### config.mk
export PLATFORM = sky130hd
export DESIGN_NAME = sha_256_scheduler
export DESIGN_NICKNAME = d
export VERILOG_FILES = /design/src/rtl/sha_256_scheduler.sv
export SDC_FILE = /design/constraint.sdc
export NUM_CORES = 1
export LEC_CHECK = 0
export CORE_AREA = 2 2 609 611
export DETAILED_ROUTE_END_ITERATION = 7
export DIE_AREA = 0 0 611 613
export HOLD_SLACK_MARGIN = 0.1
export PLACE_DENSITY = 0.3
export SLEW_MARGIN = 20
export SYNTH_ARGS = -nofsm -noshare
export SYNTH_HDL_FRONTEND = slang
export SYNTH_SLANG_ARGS = --single-unit
### constraint.sdc
create_clock -name clk -period 24 [get_ports clk]
set_input_delay 2.4 -clock clk [delete_from_list [all_inputs] [get_ports clk]]
set_output_delay 2.4 -clock clk [all_outputs]
set_load 0.02 [all_outputs]
### src/rtl/sha_256_scheduler.sv
// sha_256_scheduler
// -----------------------------------------------------------------------------
// Shares one sha_256 core between N_REQ requesters. An idle scheduler picks a
// requester round-robin, loads its message into the core and pulses core_rst.
// It then waits LATENCY cycles and captures the digest. The digest is
// presented together with the owning requester's index.
//
// Ports
//   clk          single clock, rising edge
//   rst          asynchronous active-high reset
//   req          per-requester hash request (level, sampled only in IDLE)
//   msg_in       requester i message at [i*MSG_SIZE +: MSG_SIZE]
//   ack          one-hot grant pulse, high during the LOAD cycle
//   busy         core allocated (state other than IDLE)
//   hash_out     last captured digest
//   hash_valid   one-cycle pulse marking hash_out as new (DONE cycle)
//   hash_id      index of the requester owning hash_out
//   core_message message driven to the core, stable from LOAD through DONE
//   core_rst     core restart: high in LOAD and while rst is high
//   core_hashed  digest coming back from the core
// -----------------------------------------------------------------------------
module sha_256_scheduler #(
    parameter int N_REQ    = 4,
    parameter int MSG_SIZE = 208,
    parameter int LATENCY  = 72
) (
    input  logic                        clk,
    input  logic                        rst,
    input  logic [N_REQ-1:0]            req,
    input  logic [N_REQ*MSG_SIZE-1:0]   msg_in,
    output logic [N_REQ-1:0]            ack,
    output logic                        busy,
    output logic [255:0]                hash_out,
    output logic                        hash_valid,
    output logic [$clog2(N_REQ)-1:0]    hash_id,
    output logic [MSG_SIZE-1:0]         core_message,
    output logic                        core_rst,
    input  logic [255:0]                core_hashed
);

    localparam int IDW  = $clog2(N_REQ);
    // One extra value keeps the width >= 1 even when LATENCY == 1.
    localparam int CNTW = $clog2(LATENCY + 1);

    typedef enum logic [1:0] {
        IDLE = 2'd0,
        LOAD = 2'd1,
        RUN  = 2'd2,
        DONE = 2'd3
    } state_t;

    state_t              state_reg, state_next;
    logic [IDW-1:0]      grant_reg;
    logic [IDW-1:0]      last_grant_reg;
    logic [CNTW-1:0]     cnt_reg;
    logic [MSG_SIZE-1:0] core_message_reg;
    logic [255:0]        hash_out_reg;
    logic [IDW-1:0]      hash_id_reg;

    logic [IDW-1:0]      win_idx;
    logic                win_found;
    logic                run_last;

    // Unpack the flat message bus into one word per requester.
    logic [MSG_SIZE-1:0] msg_arr [N_REQ];

    generate
        for (genvar gi = 0; gi < N_REQ; gi++) begin : g_req
            assign msg_arr[gi] = msg_in[gi*MSG_SIZE +: MSG_SIZE];
            // ack is decoded from the registered grant, so it can only be
            // high in LOAD and drops as soon as rst forces IDLE.
            assign ack[gi]     = (state_reg == LOAD) && (grant_reg == IDW'(gi));
        end
    endgenerate

    // Round-robin search starting just after the previous winner.
    always_comb begin
        int unsigned    idx;
        logic [IDW-1:0] cand;
        win_found = 1'b0;
        win_idx   = '0;
        idx       = 0;
        cand      = '0;
        for (int k = 1; k <= N_REQ; k++) begin
            idx  = (int'(last_grant_reg) + k) % N_REQ;
            cand = IDW'(idx);
            if (!win_found && req[cand]) begin
                win_found = 1'b1;
                win_idx   = cand;
            end
        end
    end

    assign run_last = (cnt_reg == CNTW'(LATENCY - 1));

    always_comb begin
        state_next = state_reg;
        case (state_reg)
            IDLE:    if (win_found) state_next = LOAD;
            LOAD:    state_next = RUN;
            RUN:     if (run_last) state_next = DONE;
            DONE:    state_next = IDLE;
            default: state_next = IDLE;
        endcase
    end

    always_ff @(posedge clk or posedge rst) begin
        if (rst) begin
            state_reg        <= IDLE;
            grant_reg        <= '0;
            last_grant_reg   <= IDW'(N_REQ - 1);
            cnt_reg          <= '0;
            core_message_reg <= '0;
            hash_out_reg     <= '0;
            hash_id_reg      <= '0;
        end else begin
            state_reg <= state_next;
            // Counts only in RUN, so it reads 0 in LOAD and in the first RUN cycle.
            cnt_reg   <= (state_reg == RUN) ? cnt_reg + 1'b1 : '0;
            if (state_reg == IDLE && win_found) begin
                grant_reg        <= win_idx;
                last_grant_reg   <= win_idx;
                core_message_reg <= msg_arr[win_idx];
            end
            // Capture on the final RUN edge so the digest is visible in DONE.
            if (state_reg == RUN && run_last) begin
                hash_out_reg <= core_hashed;
                hash_id_reg  <= grant_reg;
            end
        end
    end

    assign busy         = (state_reg != IDLE);
    assign hash_valid   = (state_reg == DONE);
    assign hash_out     = hash_out_reg;
    assign hash_id      = hash_id_reg;
    assign core_message = core_message_reg;
    assign core_rst     = rst || (state_reg == LOAD);

endmodule

==> results by group, run 1 <==
Outcome
  • Status: finished, final reports clean

Layout
  • Syn-to-layout area delta: 92.7%
  • Final instance area: 49100 sq um
  • Fillers: 41365
  • Nets: 4421
  • Multi-input gate area: 12200 sq um
  • Layout cells sized above 1: 18.5%
  • Seq. cell area: 12000 sq um
  • Largest register FFs: 256

Synthesis
  • Synth area leader: dfrtp_1
  • Post-Syn Area: 25500 sq um
  • Yosys cell types: 45
  • Share of synthesized flip-flops with an asynchronous set or reset: 100%
  • Top-area cell type share of the netlist area: 46.9%
  • Synth top cells by count: dfrtp_1 (477), mux2i_1 (416), mux2_4 (220)
  • Sequential-to-total area share from yosys stat: 47.1%
  • Warnings from Yosys: 0
  • Mapped Cells: 1783
  • Dominant cells by area after synthesis: dfrtp_1 (47%), mux2i_1 (16%), mux2_4 (13%)
  • Post-synth EDFFs: 0
  • Mapped Avg Cell Area: 14.3 sq um
  • Post-Syn Nets: 2882
  • Synthesized flop and latch total: 479
  • Count leader, synth: dfrtp_1
  • Ys flop type: dfrtp_1

Critical path
  • Worst R2R Start: state_reg[0]$_DFFE_PP0P_
  • Worst endpoint data arrival time: 8.42 ns
  • Crit start category: primary input
  • Worst R2R Setup Slack: 18.19 ns
  • Worst-case reg-to-reg path depth: 9
  • Start point of the critical path: req[3]
  • R2R Path End: core_message[143]$_DFFE_PP0P_
  • Crit path to: core_message[143]$_DFFE_PP0P_
  • Crit. End Element: register
  • Crit-path max FO: 50
  • CP Class: in2reg
  • Critical Path RT: 24.63 ns

Placed design
  • Routability cong.: 0.840
  • Detail Placement HPWL: 222000 um
  • Placed Area: 46300 sq um
  • Port Buffers: 1566

Timing
  • Hold slack: 0.459 ns
  • Final hold viol count: 0
  • Worst-margin pin slew: 1.24 ns
  • Final period util: 32.5%
  • Max-slew violation count: 0
  • Crit path time final: 7.79 ns
  • Fmax: 0.128 GHz
  • # setup viols final: 0
  • Worst Skew: 0.0287 ns
  • Setup_tns: 0 ns
  • RSZ-0062 raised after global routing: no
  • Rel. slew slack: 15.1%

Die
  • Initial core utilization: 6.92%
  • Placeable Area: 368000 sq um
  • Number of core rows: 223
  • Die height: 613 um
  • Die ar.: 375000 sq um
  • Chip Width: 611 um
  • Io pins: 1567

Global routing
  • Global-route wire length before repair: 316000 um
  • Vias in the first global route: 24537
  • Largest net degree at the start of global routing: 140
  • Initial antenna violation count: 232
  • Gr usage total: 13.3%
  • Overflow after GRT: 0

Clocking
  • H-tree level count: 3
  • Clock Sinks: 479
  • Clock Latency Late Sink: 0.81 ns
  • Clock Tree Buf Depth: 4
  • Clk slew on worst S/H paths: 0.05 ns
  • Number of CTS-inserted buffers: 83
  • CTS root buf: clkbuf_16
  • Setup Buffers After CTS: 0
  • CTS tree: built
  • Cts repair resizes: 0
  • Post-CTS Hold Buffers: 0

Drt
  • DR WL/cell: 31.5 um
  • Via density: 2.81
  • Post-route DRC: 0
  • Detailed Route WL: 260000 um
  • 1st-pass router iterations: 5
  • Final antenna-violating net count: 0
  • Number of DRC markers in iteration 0: 1176
  • DR vias: 23121

Pwr
  • Lkg Pwr: 18.9 nW
  • PwrDens: 59.2 nW/um^2
  • VDD IR-drop max: 0.0388 mV

Worst hold path
  • HP Class: reg2reg

Flow run
  • Reported max-cap violation count: 0
-- through the flow --
stage	utilization, %	setup WS, ns	power (W)	cells
6_report	13.3	16.21	0.00291	8236
5_1_grt	13.3	16.04	0.00304	8231
4_1_cts	13.3	16.19	0.00300	8220
3_5_place_dp	12.6	15.29	0.00164	8074
3_3_place_gp	12.6	15.35	0.00164	8074
2_1_floorplan	-	8.24	0.00118	1783
-- layout make-up --
class | count | area share (%)
timing repair buffer | 1598 | 32.6
antenna | 16 | 0.0816
multi-input combinational | 1153 | 24.9
inverter | 7 | 0.0688
clock buffer | 116 | 4.77
sequential | 479 | 24.4
clock inverter | 30 | 0.887
tap | 4837 | 12.3
-- per-layer routing --
layer	vias up	GRT usage (%)	routed length (um)	part of all wire (%)
met5	-	0	866	0.33
met4	136	2.99	6650	2.6
met3	512	6.20	27000	10
met2	1148	22.9	126000	49
met1	11509	14.8	99100	38
li1	9816	-	-	-
-- how the worst min path moves through the flow --
| stage | startpoint | end | slack, ns | cells past startpoint |
|---|---|---|---|---|
| after floorplan | cnt_reg[0]$_DFF_PP0_ | cnt_reg[0]$_DFF_PP0_ | 0.43 | 1 |
| after global placement | cnt_reg[0]$_DFF_PP0_ | cnt_reg[0]$_DFF_PP0_ | 0.46 | 1 |
| after detailed placement | cnt_reg[0]$_DFF_PP0_ | cnt_reg[0]$_DFF_PP0_ | 0.45 | 1 |
| after CTS | cnt_reg[0]$_DFF_PP0_ | cnt_reg[0]$_DFF_PP0_ | 0.46 | 1 |
| after global routing | cnt_reg[0]$_DFF_PP0_ | cnt_reg[0]$_DFF_PP0_ | 0.48 | 1 |
| final | cnt_reg[0]$_DFF_PP0_ | cnt_reg[0]$_DFF_PP0_ | 0.46 | 1 |
-- cells by family (layout without fill, tap and decap cells) --
logic type               Yosys count  in the layout  share of synthesized area [%]
AO/OA/AOI/OAI                    226            226                           12.5
XOR/XNOR                           3              3                          0.103
adder cells (fa/ha/maj)            5              5                          0.246
buffers and inverters            151           1751                           5.15
flip-flops                       479            479                           47.1
multiplexers                     674            674                           31.0
other                              0             16                              0
AND/OR/NAND/NOR                  245            245                           3.87
-- layout by cell type (no fill, tap or decap), types with 8 or more instances in the layout --
master and count:
clkdlybuf4s50_1 1562, dfrtp_1 477, mux2i_1 414, mux2_4 220
nand2_1 215, o221ai_2 200, clkbuf_16 84, mux2_2 30
buf_4 29, clkbuf_1 20, diode_2 16, clkinv_2 12
clkbuf_8 12, bufinv_16 10, nor2_1 9, o221ai_1 8
mux2_1 8
-- power by group --
group	internal [W]	switching (W)	leakage, nW	total (W)
Combinational	0.000352	0.000351	11.8	0.000703
Clock	0.000786	0.000514	1.36	0.00130
Sequential	0.000864	0.0000403	5.74	0.000904
-- critical path, stage by stage --
cell             delay (ns)
clkdlybuf4s50_1        0.47
or2_4                  0.30
nor3_2                 0.23
nand2b_4               0.47
or2_4                  0.82
buf_4                  0.78
buf_4                  0.80
buf_4                  0.86
buf_4                  0.79
o221ai_2               0.17
No activity file was read; power rests on OpenSTA's default activity.
==> run 2, diff against run 1 <==
==> constraint.sdc (replaced) <==
create_clock -name clk -period 8.1 [get_ports clk]
set_input_delay 0.81 -clock clk [delete_from_list [all_inputs] [get_ports clk]]
set_output_delay 0.81 -clock clk [all_outputs]
set_load 0.02 [all_outputs]
==> results by group, run 2 (synthesis results as in run 1) <==
Clocking
  • CTS root buf: clkbuf_16
  • Post-CTS Hold Buffers: 0 (unchanged)
  • H-tree level count: 3 (unchanged)
  • Cts repair resizes: 0 (unchanged)
  • Clock Latency Late Sink: 0.80 ns (about the same)
  • Clock Sinks: 479 (unchanged)
  • Clock Tree Buf Depth: 4 (unchanged)
  • CTS tree: built
  • Clk slew on worst S/H paths: 0.06 ns (about the same)
  • Number of CTS-inserted buffers: 81 (-2.4%)
  • Setup Buffers After CTS: 0 (unchanged)

Die
  • Die ar.: 375000 sq um (unchanged)
  • Io pins: 1567 (unchanged)
  • Chip Width: 611 um (unchanged)
  • Number of core rows: 223 (unchanged)
  • Initial core utilization: 6.92% (unchanged)
  • Placeable Area: 368000 sq um (unchanged)
  • Die height: 613 um (unchanged)

Layout
  • Util after Layout: 13.4% (about the same)
  • Largest register FFs: 256 (unchanged)
  • Nets: 4437 (+0.36%)
  • Commonest cells after routing, fill and taps aside: clkdlybuf4s50_1 (1564), dfrtp_1 (477), mux2i_1 (408), mux2_4 (220), nand2_1 (215)
  • Layout cells sized above 1: 18.8% (+0.33 points)
  • Commonest non-fill, non-tap cell in the layout: clkdlybuf4s50_1
  • Syn-to-layout area delta: 92.8% (about the same)

Timing
  • Final period util: 46.3%
  • # setup viols final: 0 (unchanged)
  • Max-slew violation count: 0 (unchanged)
  • Final hold viol count: 0 (unchanged)
  • Setup_tns: 0 ns (unchanged)
  • Fmax: 0.267 GHz
  • Rel. slew slack: 30.5% (+15 points)
  • RSZ-0062 raised after global routing: no
  • Crit path time final: 3.75 ns
  • Worst Skew: 0.0614 ns (+0.0326 ns)
  • Hold slack: 0.467 ns (+0.00772 ns)
  • Worst-margin pin slew: 1.04 ns (-0.196 ns)

Placed design
  • Port Buffers: 1566 (unchanged)
  • Detail Placement HPWL: 220000 um (-0.95%)
  • Routability cong.: 0.844 (+0.50%)

Critical path
  • Crit. End Element: register
  • Worst endpoint data arrival time: 4.33 ns (-4.09 ns)
  • Crit start category: primary input
  • Critical Path RT: 8.68 ns (-15.95 ns)
  • CP Class: in2reg
  • Crit-path max FO: 54 (+8.0%)

Drt
  • DR vias: 22967 (-0.67%)
  • Detailed Route WL: 257000 um (-1.1%)
  • Final antenna-violating net count: 0 (unchanged)
  • 1st-pass router iterations: 4 (-1)
  • Via density: 2.78 (-0.81%)
  • Number of DRC markers in iteration 0: 1019 (-13%)
  • Post-route DRC: 0 (unchanged)
  • DR WL/cell: 31.1 um (-1.2%)

Global routing
  • Largest net degree at the start of global routing: 143 (+2.1%)
  • Initial antenna violation count: 199 (-14%)
  • Global-route wire length before repair: 313000 um (-0.89%)
  • Overflow after GRT: 0 (unchanged)
  • Vias in the first global route: 24735 (+0.81%)
  • Gr usage total: 13.2% (-0.12 points)

Pwr
  • Lkg Pwr: 18.9 nW (about the same)
  • PwrDens: 170 nW/um^2 (+190%)
  • Overall power: 0.00833 W (+190%)
  • VDD IR-drop max: 0.135 mV (+250%)

Flow run
  • Reported max-cap violation count: 0 (unchanged)

Outcome
  • Status: finished, final reports clean

Worst hold path
  • HP Class: reg2reg
[run 2: changes by cell type in the layout (fill, tap and decap cells not counted), moves of 6 or more]
| cell | delta |
|---|---|
| buf_12 | +7 |
| bufinv_16 | -8 |
| mux2i_2 | +6 |
| mux2i_1 | -6 |
| diode_2 | +8 |
| clkinv_2 | -6 |
[run 2: path summary, 6_finish.rpt]
| kind | startpoint | slack, ns | end | cells past startpoint |
|---|---|---|---|---|
| worst max-delay path | req[3] | 4.35 | core_message[145]$_DFFE_PP0P_ | 7 |
| worst min-delay path | cnt_reg[0]$_DFF_PP0_ | 0.47 | cnt_reg[0]$_DFF_PP0_ | 1 |
| worst max register to register | last_grant_reg[0]$_DFFE_PP1P_ | 4.78 | core_message[34]$_DFFE_PP0P_ | 9 |
| worst min register to register | cnt_reg[0]$_DFF_PP0_ | 0.47 | cnt_reg[0]$_DFF_PP0_ | 1 |
| max in group asynchronous | rst | 5.59 | hash_out[58]$_DFFE_PP0P_ | 4 |
| min in group asynchronous | rst | 0.64 | core_message[109]$_DFFE_PP0P_ | 2 |
[run 2: cell type report]
type,count,area [sq um]
multi-input cells,1153,12200
clock inverters,18,179
diodes,24,60.1
well taps,4837,6050
clock buffers,114,2330
fillers,41368,319000
flip-flops and latches,479,12000
inverters,7,30.0
repair buffers,1616,16200
[run 2: critical path: stages]
cell	delay (ns)
clkdlybuf4s50_1	0.47
or2_4	0.30
nor3_2	0.24
nand2b_4	0.66
or2_4	0.75
buf_4	0.85
o221ai_2	0.16
[run 2: power breakdown]
part	switching [W]	internal, W	total [W]
combinational	0.00107	0.00106	0.00212
sequential	0.000116	0.00256	0.00267
clock	0.00148	0.00205	0.00353
[run 2: routing by layer]
layer	up-vias	global-route usage, %	share of wire, %	wire [um]
li1	9838	-	-	-
met1	11465	14.8	38	98800
met2	1089	22.5	49	125000
met3	455	6.06	10	26000
met4	120	3.05	2.6	6590
met5	-	0	0.31	804
[run 2: metrics by stage]
stage               cells  cell area (sq um)  setup WS [ns]
global placement     8087              46500           2.70
global route         8235              49100           4.19
CTS                  8224              49000           4.33
floorplan            1783              25500          0.801
detailed placement   8092              46500           3.51
finish               8248              49100           4.35
